[src/rtl/id_ex_stage_pkg.sv]
// rtl/id_ex_stage_pkg.sv - shared opcode/funct constants, ALU encodings and control types for the ID/EX stage
package id_ex_stage_pkg;

    localparam logic [5:0] OP_RTYPE = 6'h00;
    localparam logic [5:0] OP_BEQ   = 6'h04;
    localparam logic [5:0] OP_ADDI  = 6'h08;
    localparam logic [5:0] OP_SLTI  = 6'h0A;
    localparam logic [5:0] OP_ANDI  = 6'h0C;
    localparam logic [5:0] OP_ORI   = 6'h0D;
    localparam logic [5:0] OP_LUI   = 6'h0F;
    localparam logic [5:0] OP_LW    = 6'h23;
    localparam logic [5:0] OP_SW    = 6'h2B;

    localparam logic [5:0] FN_SLL = 6'h00;
    localparam logic [5:0] FN_SRL = 6'h02;
    localparam logic [5:0] FN_ADD = 6'h20;
    localparam logic [5:0] FN_SUB = 6'h22;
    localparam logic [5:0] FN_AND = 6'h24;
    localparam logic [5:0] FN_OR  = 6'h25;
    localparam logic [5:0] FN_SLT = 6'h2A;

    localparam logic [2:0] ALU_ADD  = 3'b000;
    localparam logic [2:0] ALU_SUB  = 3'b001;
    localparam logic [2:0] ALU_AND  = 3'b010;
    localparam logic [2:0] ALU_OR   = 3'b011;
    localparam logic [2:0] ALU_SLL  = 3'b100;
    localparam logic [2:0] ALU_SRL  = 3'b101;
    localparam logic [2:0] ALU_SLT  = 3'b110;
    localparam logic [2:0] ALU_PASS = 3'b111;

    typedef struct packed {
        logic reg_write;
        logic mem_read;
        logic mem_write;
        logic branch;
        logic illegal;
    } ctrl_flags_t;

    // Where each ALU operand comes from; CONST is the extended immediate or shamt.
    typedef enum logic [1:0] {SRC_RS, SRC_RT, SRC_CONST} op_src_t;
    typedef enum logic [1:0] {IMM_SIGN, IMM_ZERO, IMM_LUI, IMM_SHAMT} imm_kind_t;

endpackage

[src/rtl/id_ex_stage_alu_ctrl_decode.sv]
// rtl/id_ex_stage_alu_ctrl_decode.sv - combinational opcode/funct to ALU control, flags and operand sources
module alu_ctrl_decode
    import id_ex_stage_pkg::*;
(
    input  logic [5:0]  opcode,
    input  logic [5:0]  funct,
    output logic [2:0]  control,
    output ctrl_flags_t flags,
    output op_src_t     in1_src,
    output op_src_t     in2_src,
    output imm_kind_t   imm_kind,
    output logic        dst_rd
);

    always_comb begin
        control  = ALU_PASS;
        flags    = '0;
        in1_src  = SRC_RS;
        in2_src  = SRC_RT;
        imm_kind = IMM_SIGN;
        dst_rd   = 1'b0;
        case (opcode)
            OP_RTYPE: begin
                dst_rd          = 1'b1;
                flags.reg_write = 1'b1;
                case (funct)
                    FN_ADD: control = ALU_ADD;
                    FN_SUB: control = ALU_SUB;
                    FN_AND: control = ALU_AND;
                    FN_OR:  control = ALU_OR;
                    FN_SLT: control = ALU_SLT;
                    FN_SLL: begin
                        control  = ALU_SLL;
                        in1_src  = SRC_CONST;
                        imm_kind = IMM_SHAMT;
                    end
                    FN_SRL: begin
                        control  = ALU_SRL;
                        in1_src  = SRC_RT;
                        in2_src  = SRC_CONST;
                        imm_kind = IMM_SHAMT;
                    end
                    default: begin
                        flags.reg_write = 1'b0;
                        flags.illegal   = 1'b1;
                    end
                endcase
            end
            OP_ADDI: begin control = ALU_ADD; in2_src = SRC_CONST; flags.reg_write = 1'b1; end
            OP_SLTI: begin control = ALU_SLT; in2_src = SRC_CONST; flags.reg_write = 1'b1; end
            OP_ANDI: begin
                control = ALU_AND; in2_src = SRC_CONST; imm_kind = IMM_ZERO; flags.reg_write = 1'b1;
            end
            OP_ORI: begin
                control = ALU_OR; in2_src = SRC_CONST; imm_kind = IMM_ZERO; flags.reg_write = 1'b1;
            end
            OP_LUI: begin
                control = ALU_PASS; in2_src = SRC_CONST; imm_kind = IMM_LUI; flags.reg_write = 1'b1;
            end
            OP_LW: begin
                control = ALU_ADD; in2_src = SRC_CONST; flags.reg_write = 1'b1; flags.mem_read = 1'b1;
            end
            OP_SW:  begin control = ALU_ADD; in2_src = SRC_CONST; flags.mem_write = 1'b1; end
            // Branch compares rs against rt; the ALU zero flag resolves it.
            OP_BEQ: begin control = ALU_SUB; flags.branch = 1'b1; end
            default: flags.illegal = 1'b1;
        endcase
    end

endmodule

[src/rtl/id_ex_stage.sv]
// rtl/id_ex_stage.sv - ID/EX pipeline register feeding the ALU, with handshake, stall, flush
// and optional EX/MEM, MEM/WB operand forwarding enabled by ID_EX_FORWARD_EN.
module id_ex_stage
    import id_ex_stage_pkg::*;
#(
    parameter int DATA_W = 32,
    parameter int REG_AW = 5
) (
    input  logic              clk,
    input  logic              rst,
    input  logic              id_valid,
    output logic              id_ready,
    input  logic [5:0]        id_opcode,
    input  logic [5:0]        id_funct,
    input  logic [4:0]        id_shamt,
    input  logic [15:0]       id_imm,
    input  logic [REG_AW-1:0] id_rs_addr,
    input  logic [REG_AW-1:0] id_rt_addr,
    input  logic [REG_AW-1:0] id_rd_addr,
    input  logic [DATA_W-1:0] id_rs_data,
    input  logic [DATA_W-1:0] id_rt_data,
    input  logic              flush,
    input  logic              ex_ready,
    input  logic              exmem_wr,
    input  logic              memwb_wr,
    input  logic [REG_AW-1:0] exmem_rd,
    input  logic [REG_AW-1:0] memwb_rd,
    input  logic [DATA_W-1:0] exmem_res,
    input  logic [DATA_W-1:0] memwb_res,
    output logic              ex_valid,
    output logic [DATA_W-1:0] alu_in1,
    output logic [DATA_W-1:0] alu_in2,
    output logic [2:0]        alu_control,
    output logic [REG_AW-1:0] ex_dst,
    output logic              ex_reg_write,
    output logic              ex_mem_read,
    output logic              ex_mem_write,
    output logic              ex_branch,
    output logic              ex_illegal
);

    logic [2:0]        dec_control;
    ctrl_flags_t       dec_flags;
    op_src_t           dec_in1_src;
    op_src_t           dec_in2_src;
    imm_kind_t         dec_imm_kind;
    logic              dec_dst_rd;
    logic [DATA_W-1:0] dec_const;

    ctrl_flags_t       flags_q;
    op_src_t           in1_src_q;
    op_src_t           in2_src_q;
    logic [REG_AW-1:0] rs_addr_q;
    logic [REG_AW-1:0] rt_addr_q;
    logic [DATA_W-1:0] rs_data_q;
    logic [DATA_W-1:0] rt_data_q;
    logic [DATA_W-1:0] const_q;
    logic [DATA_W-1:0] rs_val;
    logic [DATA_W-1:0] rt_val;

    alu_ctrl_decode u_decode (
        .opcode   (id_opcode),
        .funct    (id_funct),
        .control  (dec_control),
        .flags    (dec_flags),
        .in1_src  (dec_in1_src),
        .in2_src  (dec_in2_src),
        .imm_kind (dec_imm_kind),
        .dst_rd   (dec_dst_rd)
    );

    always_comb begin
        case (dec_imm_kind)
            IMM_ZERO:  dec_const = {{(DATA_W-16){1'b0}}, id_imm};
            IMM_LUI:   dec_const = {id_imm, {(DATA_W-16){1'b0}}};
            IMM_SHAMT: dec_const = {{(DATA_W-5){1'b0}}, id_shamt};
            default:   dec_const = {{(DATA_W-16){id_imm[15]}}, id_imm};
        endcase
    end

    assign id_ready = !ex_valid || ex_ready;

    // Flush outranks capture; a stall (ex_valid && !ex_ready) falls through and holds everything.
    always_ff @(posedge clk or posedge rst) begin
        if (rst) begin
            ex_valid    <= 1'b0;
            flags_q     <= '0;
            alu_control <= ALU_ADD;
            ex_dst      <= '0;
            in1_src_q   <= SRC_RS;
            in2_src_q   <= SRC_RS;
            rs_addr_q   <= '0;
            rt_addr_q   <= '0;
            rs_data_q   <= '0;
            rt_data_q   <= '0;
            const_q     <= '0;
        end else if (flush) begin
            ex_valid <= 1'b0;
            flags_q  <= '0;
        end else if (id_ready) begin
            ex_valid <= id_valid;
            if (id_valid) begin
                flags_q     <= dec_flags;
                alu_control <= dec_control;
                ex_dst      <= dec_dst_rd ? id_rd_addr : id_rt_addr;
                in1_src_q   <= dec_in1_src;
                in2_src_q   <= dec_in2_src;
                rs_addr_q   <= id_rs_addr;
                rt_addr_q   <= id_rt_addr;
                rs_data_q   <= id_rs_data;
                rt_data_q   <= id_rt_data;
                const_q     <= dec_const;
            end else begin
                flags_q <= '0;
            end
        end
    end

`ifdef ID_EX_FORWARD_EN
    // Applied after the register so a stalled instruction still picks up fresh results.
    always_comb begin
        rs_val = rs_data_q;
        rt_val = rt_data_q;
        if (memwb_wr && memwb_rd == rs_addr_q && rs_addr_q != '0) rs_val = memwb_res;
        if (exmem_wr && exmem_rd == rs_addr_q && rs_addr_q != '0) rs_val = exmem_res;
        if (memwb_wr && memwb_rd == rt_addr_q && rt_addr_q != '0) rt_val = memwb_res;
        if (exmem_wr && exmem_rd == rt_addr_q && rt_addr_q != '0) rt_val = exmem_res;
    end
`else
    assign rs_val = rs_data_q;
    assign rt_val = rt_data_q;
    logic unused_fwd;
    assign unused_fwd = ^{exmem_wr, exmem_rd, exmem_res, memwb_wr, memwb_rd, memwb_res,
                          rs_addr_q, rt_addr_q};
`endif

    always_comb begin
        case (in1_src_q)
            SRC_RT:    alu_in1 = rt_val;
            SRC_CONST: alu_in1 = const_q;
            default:   alu_in1 = rs_val;
        endcase
        case (in2_src_q)
            SRC_CONST: alu_in2 = const_q;
            default:   alu_in2 = rt_val;
        endcase
    end

    assign ex_reg_write = flags_q.reg_write;
    assign ex_mem_read  = flags_q.mem_read;
    assign ex_mem_write = flags_q.mem_write;
    assign ex_branch    = flags_q.branch;
    assign ex_illegal   = flags_q.illegal;

endmodule

[config.mk]
export PLATFORM = sky130hd
export DESIGN_NAME = id_ex_stage
export DESIGN_NICKNAME = d
export VERILOG_FILES = /design/src/rtl/id_ex_stage_pkg.sv /design/src/rtl/id_ex_stage_alu_ctrl_decode.sv /design/src/rtl/id_ex_stage.sv
export SDC_FILE = /design/constraint.sdc
export NUM_CORES = 1
export LEC_CHECK = 0
export ABC_CLOCK_PERIOD_IN_PS = 5500
export CAP_MARGIN = 20
export CORE_AREA = 2 2 120 122
export CTS_BUF_LIST = sky130_fd_sc_hd__clkbuf_2
export CTS_CLUSTER_DIAMETER = 30
export CTS_CLUSTER_SIZE = 8
export DETAILED_ROUTE_END_ITERATION = 6
export DIE_AREA = 0 0 122 124
export GPL_TIMING_DRIVEN = 1
export PLACE_DENSITY_LB_ADDON = 0.1
export SYNTH_ARGS = -nofsm -noshare
export SYNTH_HDL_FRONTEND = slang
export SYNTH_SLANG_ARGS = --single-unit
export TNS_END_PERCENT = 10
[constraint.sdc]
create_clock -name clk -period 5.5 [get_ports clk]
set_input_delay 1.375 -clock clk [delete_from_list [all_inputs] [get_ports clk]]
set_output_delay 1.375 -clock clk [all_outputs]
set_load 0.01 [all_outputs]
After elaboration in Yosys (flattened, before gate mapping) --
Index checks and enable logic that the tools add are counted.
Word-level totals: flip-flop bits (word level) 114, input port bits 193, logic and storage cells 72
Operators by class: equality and inequality tests 20, multiplexer cells 25, bitwise operators 1, reductions and logical operators 13
Operators by type and width (count):
- case mux 32 bit (3 select lines) | 1
- case mux 32 bit (2 select lines) | 1
- equality test 6 bit (second input constant) | 7
- two-way mux 32 bit | 1
- equality test 6 x 4 -> 1 bit (second input constant) | 5
- case mux 3 bit (7 select lines) | 1
- two-way mux 5 bit | 4
- case mux 3 bit (6 select lines) | 1
- OR reduction 7 bit | 2
- logical NOT 6 bit | 2
- equality test 2 bit (second input constant) | 4
- two-way mux 1 bit | 8
- case mux 2 bit (2 select lines) | 2
- OR reduction 8 bit | 1
- equality test 6 x 2 -> 1 bit (second input constant) | 1
- equality test 6 x 3 -> 1 bit (second input constant) | 1
- two-way mux 2 bit | 3
- case mux 2 bit (3 select lines) | 1
- OR reduction 6 bit | 1
- equality test 2 x 1 -> 1 bit (second input constant) | 2
- case mux 1 bit (2 select lines) | 2
- OR reduction 2 bit | 2
- AND reduction 3 bit | 1
- OR reduction 3 bit | 1
- 4 further kinds | 4

Logic depth before layout (Yosys ltp) --
Gate-level depths: netlist (run 1).
depth in word-level cells 7, depth in mapped cells 8

Cells and area by module --
From an unflattened synthesis (run 1), not the netlist that was laid out.
Second synthesis, totals: cells, all modules 528, area total of the unflattened synthesis 5985.7 µm²
Modules (own cells, without submodules):
- id_ex_stage | times used 1, cells each 465, area each 5601.6 µm²
- alu_ctrl_decode | times used 1, cells each 63, area each 384.1 µm²

Least setup slack after synthesis (run 1) --
OpenSTA, ideal clock, no wires.
path kind input port to output port, start point input ex_ready, end point output id_ready, arrival time 1637 ps, required time 4125 ps, slack 2488 ps, cell stages on the path 2, buffers on the path 0, path through nor2b_1 -> inv_1
Between the ends: longest elaborated chain between the ends 1
RTL lines:
- start: declaration | RTL line id_ex_stage.sv:23 | input logic ex_ready,
- logical OR 1 bit | RTL line id_ex_stage.sv:81 | assign id_ready = !ex_valid || ex_ready;
- end: declaration | RTL line id_ex_stage.sv:12 | output logic id_ready,
Every way passes these cells.

Final worst setup path (run 1) --
start point register in1_src_q[1], end point output alu_in1[31]
Between the ends: longest elaborated chain between the ends 2, elaborated cells between the ends (all ways) 3
RTL lines:
- start: declaration | RTL line id_ex_stage.sv:51 | op_src_t in1_src_q;
- start signal: assignment | RTL line id_ex_stage.sv:106 | in1_src_q <= dec_in1_src;
- equality test 2 bit or equality test 2 x 1 -> 1 bit (tied branches) | RTL line id_ex_stage.sv:138 | case (in1_src_q)
- case mux 32 bit (2 select lines) * | RTL line id_ex_stage.sv:138
- end: declaration | RTL line id_ex_stage.sv:31 | output logic [DATA_W-1:0] alu_in1,
Mark *: on every way between the ends. The rest lies on a longest branch, timed or not.

==> key figures, run 1 <==
Status
  • Status: finished clean

Timing
  • Final setup TNS: 0 ps
  • Min cycle time layout: around 4500 ps
  • Slew @ Worst Pin: ~1100 ps
  • Setup-failing EPs final: 0
  • RSZ-0062 raised after global routing: no
  • Hold_ws: 496 ps
  • F_max: between 0.2 and 0.25 GHz
  • Final count of hold timing violations: 0
  • Worst slew margin: 0.292
  • Slew Limit Fails: 0
  • Tcrit/Tclk final: 0.825
  • Worst Clk Skew: 21.0 ps

Setup path
  • WP data arrival: between 3000 and 4000 ps
  • Crit end category: output port
  • Critical path launch point type: flip-flop
  • Critical path type: reg -> out
  • CP Data Required Time: around 4100 ps
  • Worst-path maximum fanout: 17

Drt
  • Final wirelength: 17.9 mm
  • Mean routed wirelength per cell: 17.4 um
  • Post-route DRC: 0
  • DR iter-0 viols: 435
  • Via count: 5476
  • Drt pass-1 iters: 5
  • Vias per cell: 5.34
  • ANT nets after route: 0

Clock tree
  • Clk_lat worst skew: between 600 and 700 ps
  • Max clock buf depth: 2
  • # hold bufs at CTS: 0
  • CTS tree: yes
  • Clock slew at reported path FFs: 140 ps
  • Number of H-tree levels: 4
  • # resized after CTS: 0
  • Total setup buffers inserted after CTS: 0
  • Clock root buffer: clkbuf_2
  • Num CTS Buffers: 17
  • Clk sinks: 114

Global routing
  • First-pass GRT wire length: 28.3 mm
  • Overflow after GRT: 0
  • Vias in the first global route: 5463
  • Initial antenna violation count: 2
  • Total GRT Usage: 0.245
  • Largest net degree at the start of global routing: 83

Flow run
  • MaxCap Viol Count: 0

Synth
  • Async S/R FF share, synth: 1.00
  • Synth Cell Area: ~5800 um2
  • Top FF cell, synth: dfrtp_1
  • Post-synth EDFFs: 0
  • Register area share after synthesis: 0.492
  • Syn Nets: 864
  • Syn avg cell area: 8.66 um2
  • Simple-gate share of the synthesized area: 0.254
  • Multiplexer share of the synthesized area: 0.0725
  • Synth Instances: 669
  • FF+latch count, synth: between 100 and 150
  • Largest area contributor in the netlist: dfrtp_1
  • Distinct cell type count after synthesis: 45
  • Adder-Cell Fraction of Synth Area: 0.00432
  • Count leader, synth: nand2_1
  • Yosys top cell area share: 0.492
  • Post-synthesis compound-gate area fraction: 0.129
  • Post-synth top cells: nand2_1 (265), dfrtp_1 (114), o21ai_0 (41), nand3_1 (38), a22oi_1 (33)
  • Synth area leaders: dfrtp_1 (49%), nand2_1 (17%), mux2_2 (5.8%), a22oi_1 (4.3%), o21ai_0 (3.5%)
  • Largest family of logic cells by synthesized area: simple AND/OR/NAND/NOR gates
  • Post-synthesis xor/xnor area fraction: 0.00302
  • Yosys Warn Count: 0

Power
  • Net Sw Power: 646 uW
  • Sw frac: 0.312
  • Int Power: about 1.4 mW
  • Clock share of power: 0.194
  • Flop pwr share: 0.500
  • Design Power: 2.07 mW
  • Leak pwr: 3.58 nW
  • Peak supply drop: 0.132 mV
  • Logic pwr share: 0.305
  • PD cells: 262 nW/um2

Layout
  • Share of cells above drive strength 1: 0.0829
  • Area Growth Syn to Fin: 36.1%
  • Fin cells: 1026
  • # nets final: 1030

Die
  • Chip width: 122 um
  • Core region area: 13700 um2
  • Row count: between 40 and 50
  • Top Ports: 272
  • Die Y: between 100 and 150 um
  • Die area: 15100 um2
  • Initial Utilization: 0.422

Placement
  • Routability cong.: approximately 0.92
  • Buffers added on ports: 190
  • Placed insts: 996
  • Post-DP HPWL: approximately 12 mm

Worst hold path
  • Min-Delay Path Class: reg -> reg
## registers in the layout, summed over array words and instances (netlist names)
name          flops
alu_control       3
const_q          32
ex_branch         1
ex_dst            5
ex_illegal        1
ex_mem_read       1
ex_mem_write      1
ex_reg_write      1
ex_valid          1
in1_src_q         2
in2_src_q         2
rs_data_q        32
rt_data_q        32
## power by group through the flow
stage          Combinational (mW)  Clock, mW  Sequential (mW)
4_1_cts                     0.639      0.419             1.03
2_1_floorplan               0.302          0             1.03
5_1_grt                     0.692      0.462             1.05
6_report                    0.631      0.402             1.04
3_3_place_gp                0.628          0             1.05
3_5_place_dp                0.635          0             1.05
## path summary, 6_finish.rpt
path	to	startpoint	cells after the start	slack (ps)
min	ex_dst[0]$_DFFE_PP0P_	ex_dst[0]$_DFFE_PP0P_	2	500
min reg2reg	ex_dst[0]$_DFFE_PP0P_	ex_dst[0]$_DFFE_PP0P_	2	500
min in group asynchronous	const_q[1]$_DFFE_PP0P_	rst	2	1080
max	alu_in1[31]	in1_src_q[1]$_DFFE_PP0P_	6	960
max in group asynchronous	rs_data_q[25]$_DFFE_PP0P_	rst	3	3480
max reg2reg	const_q[7]$_DFFE_PP0P_	ex_valid$_DFFE_PP0P_	6	3200
## cells in the final DEF, fill, tap and decap left out, types with 2 or more instances in the layout
cell type        count
nand2_1            265
mux2i_1              6
and3b_1              2
nor4_4               2
inv_1                4
a311o_1              2
clkinv_1             3
a211oi_1             2
nand3b_1             3
o31ai_1              2
nand3_1             38
a22o_1              13
clkdlybuf4s50_1    190
nor3_1               2
nor2b_1              2
o21ai_0             41
mux2_1               2
nor2_1              19
a21o_1               2
buf_4                7
diode_2              2
a22oi_1             33
nand2b_1             2
dfrtp_1            114
a21oi_1              4
and4b_1              2
a31oi_1              7
mux2_2              30
clkbuf_2            25
## worst max-delay path, cell delays in order (launching register included)
cell             delay, ps
dfrtp_1                430
inv_1                   60
ha_1                   630
buf_4                  380
a22oi_1                 90
o21ai_0                310
clkdlybuf4s50_1        630
## cell families after synthesis
group | count (synthesis)
and+or+nand+nor | 346
AOI/OAI and AO/OA | 112
DFF | 114
adders and majority gates | 2
xor gates and xnor gates | 2
muxes | 38
buffers and inverters | 55
## layer usage
layer	GRT usage	part of all wire	up-vias
li1	-	-	2590
met1	0.321	0.43	2668
met2	0.395	0.47	201
met3	0.0765	0.077	17
met4	0.0661	0.016	0
met5	0	0	-
## final cells by class
cell class	instances	area (um2)
antenna	2	5.00
clock buffer	25	125
clock inverter	3	11.3
fill	1269	5830
inverter	5	21.3
multi-input combinational	500	2690
sequential	114	2850
tap	180	225
timing repair buffer	197	1950
## metrics by stage
step | cell area (um2) | util | setup slack [ps]
global route | 7890 | 0.575 | 713
detailed placement | 7740 | 0.565 | 1510
finish | 7890 | 0.575 | 963
CTS | 7880 | 0.574 | 819
floorplan | 5800 | - | 1110
global placement | 7740 | 0.565 | 1500
No activity file was read; power rests on OpenSTA's default activity.
==> run 2, diff against run 1 <==
--- a/config.mk
+++ b/config.mk
@@ -5,14 +5,14 @@
 export SDC_FILE = /design/constraint.sdc
 export NUM_CORES = 1
 export LEC_CHECK = 0
-export ABC_CLOCK_PERIOD_IN_PS = 5500
+export ABC_CLOCK_PERIOD_IN_PS = 4100
 export CAP_MARGIN = 20
-export CORE_AREA = 2 2 120 122
+export CORE_AREA = 2 2 125 127
 export CTS_BUF_LIST = sky130_fd_sc_hd__clkbuf_2
 export CTS_CLUSTER_DIAMETER = 30
 export CTS_CLUSTER_SIZE = 8
 export DETAILED_ROUTE_END_ITERATION = 6
-export DIE_AREA = 0 0 122 124
+export DIE_AREA = 0 0 127 129
 export GPL_TIMING_DRIVEN = 1
 export PLACE_DENSITY_LB_ADDON = 0.1
 export SYNTH_ARGS = -nofsm -noshare
==> constraint.sdc (replaced) <==
create_clock -name clk -period 4.1 [get_ports clk]
set_input_delay 1.025 -clock clk [delete_from_list [all_inputs] [get_ports clk]]
set_output_delay 1.025 -clock clk [all_outputs]
set_load 0.01 [all_outputs]
==> run 2 against run 1 <==
Cell area grew 2.7%. Core utilization shrank 3.4 points. Non-clock buffer count grew 3. First-iteration DRC count shrank 12%. Critical endpoint is now alu_in2[8]. Setup slack lost 640 ps. Worst hold slack gained 0.66 ps. Combinational power grew 35%.
==> key figures, run 2 (synthesized netlist as in run 1, its figures left out) <==
Status
  • Status: finished clean

Clock tree
  • CTS tree: yes
  • Total setup buffers inserted after CTS: 0 (unchanged)
  • Number of H-tree levels: 4 (unchanged)
  • Max clock buf depth: 2 (unchanged)
  • Clock root buffer: clkbuf_2
  • # hold bufs at CTS: 0 (unchanged)
  • Clk sinks: 114 (unchanged)
  • Clk_lat worst skew: 670 ps (+40 ps)
  • Clock slew at reported path FFs: 200 ps (+60 ps)
  • Num CTS Buffers: 17 (unchanged)
  • # resized after CTS: 0 (unchanged)

Layout
  • # nets final: 1033 (+0.29%)
  • Most common cell after layout, fill and taps aside: nand2_1
  • # diodes: 0 (-2)
  • Final instance area: 8100 um2 (+2.7%)
  • Area Growth Syn to Fin: 39.8%
  • Commonest cells after routing, fill and taps aside: nand2_1 (265), clkdlybuf4s50_1 (190), dfrtp_1 (114)
  • Largest regs: const_q: 32 flops, rs_data_q: 32 flops, rt_data_q: 32 flops
  • Share of cells above drive strength 1: 0.0917 (+0.00872)

Die
  • Chip width: 127 um (+4.1%)
  • Initial Utilization: 0.387 (-0.0355)
  • Core region area: 15000 um2 (+9.2%)
  • Top Ports: 272 (unchanged)
  • Die Y: 129 um (+4.0%)
  • Row count: 45 (+4.7%)
  • Die area: 16400 um2 (+8.3%)

Timing
  • Final setup TNS: 0 ps (unchanged)
  • Worst slew margin: 0.395 (+0.102)
  • Worst Clk Skew: 21.8 ps (+0.784 ps)
  • Tcrit/Tclk final: 0.922
  • F_max: 0.265 GHz
  • Final count of hold timing violations: 0 (unchanged)
  • Setup-failing EPs final: 0 (unchanged)
  • RSZ-0062 raised after global routing: no
  • Slew Limit Fails: 0 (unchanged)
  • Post-route worst setup slack: 321 ps (-641 ps)
  • Slew @ Worst Pin: 908 ps (-154 ps)
  • Min cycle time layout: 3780 ps

Placement
  • Pre-CTS setup slack: 751 ps (-755 ps)
  • Routability cong.: 0.881 (-4.0%)
  • Placed cell area: 7820 um2 (+0.90%)
  • Buffers added on ports: 190 (unchanged)
  • Post-DP HPWL: 13.0 mm (+4.1%)

Setup path
  • Critical path launch point type: flip-flop
  • Worst-path maximum fanout: 32 (+15)
  • Crit end category: output port
  • WP data arrival: 2750 ps (-410 ps)
  • Critical path type: reg -> out
  • CP Data Required Time: 3070 ps (-1050 ps)

Flow run
  • MaxCap Viol Count: 0 (unchanged)

Worst hold path
  • Min-Delay Path Class: reg -> reg

Drt
  • Via count: 5405 (-1.3%)
  • Vias per cell: 5.20 (-2.5%)
  • Mean routed wirelength per cell: 17.6 um (+0.73%)
  • Drt pass-1 iters: 4 (-1)
  • DR iter-0 viols: 383 (-12%)
  • Final wirelength: 18.3 mm (+2.0%)
  • ANT nets after route: 0 (unchanged)
  • Post-route DRC: 0 (unchanged)

Power
  • PD cells: 381 nW/um2 (+45%)
  • Peak supply drop: 0.144 mV (+9.1%)
  • Design Power: 3.09 mW (+49%)
  • Leak pwr: 3.66 nW (+2.2%)

Global routing
  • Initial antenna violation count: 0 (-2)
  • Total GRT Usage: 0.225 (-0.0197)
  • Largest net degree at the start of global routing: 79 (-4.8%)
  • Vias in the first global route: 5312 (-2.8%)
  • Overflow after GRT: 0 (unchanged)
  • First-pass GRT wire length: 28.4 mm (+0.19%)
-- run 2: cell types whose count changed in the layout (fill, tap and decap cells not counted), moves of 2 or more --
cell        before  now
buf_12           0    3
bufinv_16        0    4
clkbuf_2        25   17
clkinv_2         0    3
clkinv_4         0    3
clkinvlp_4       0    3
diode_2          2    0
-- run 2: worst paths after layout --
path	from	endpoint	slack, ps	cells after the start
min reg2reg	rs_data_q[2]$_DFFE_PP0P_	rs_data_q[2]$_DFFE_PP0P_	500	2
min	rs_data_q[2]$_DFFE_PP0P_	rs_data_q[2]$_DFFE_PP0P_	500	2
min in group asynchronous	rst	const_q[5]$_DFFE_PP0P_	760	2
max reg2reg	ex_valid$_DFFE_PP0P_	const_q[29]$_DFFE_PP0P_	1780	6
max	in2_src_q[0]$_DFFE_PP0P_	alu_in2[8]	320	3
max in group asynchronous	rst	rs_data_q[23]$_DFFE_PP0P_	2540	3
-- run 2: layout make-up --
cell class,instances,area (um2)
Inverter,5,21.3
Tap cell,188,235
Sequential cell,114,2850
Fill cell,1405,6880
Multi-Input combinational cell,500,2700
Clock buffer,17,85.1
Timing Repair Buffer,200,2010
Clock inverter,15,191
-- run 2: where the power goes --
group          internal [mW]  switching, mW
combinational          0.476          0.376
clock                  0.395          0.449
sequential              1.28          0.114
total                   2.15          0.939
-- run 2: worst max-delay path: stages, from the launching register on --
cell	delay, ps
dfrtp_1	420
nand2b_2	620
mux2_1	530
clkdlybuf4s50_1	480
-- run 2: per-layer routing --
layer  up-vias  routed length (um)  GRT usage
met5         -                   0          0
met4         0                 143     0.0627
met3        11                1130     0.0503
met2       180                8750      0.364
met1      2610                8230      0.308
li1       2604                   -          -
-- run 2: metrics by stage --
| stage | hold slack [ps] | util | std cells |
|---|---|---|---|
| detailed placement | 460 | 0.522 | 1007 |
| floorplan | 441 | - | 669 |
| global route | 525 | 0.541 | 1039 |
| global placement | 451 | 0.522 | 1007 |
| CTS | 499 | 0.540 | 1039 |
| finish | 496 | 0.541 | 1039 |
==> run 3, diff against run 2 <==
--- a/config.mk
+++ b/config.mk
@@ -10,7 +10,6 @@
 export CORE_AREA = 2 2 125 127
 export CTS_BUF_LIST = sky130_fd_sc_hd__clkbuf_2
 export CTS_CLUSTER_DIAMETER = 30
-export CTS_CLUSTER_SIZE = 8
 export DETAILED_ROUTE_END_ITERATION = 6
 export DIE_AREA = 0 0 127 129
 export GPL_TIMING_DRIVEN = 1
==> results of run 3 <==
The final DEF is identical to that of run 2; final timing and power are the same.
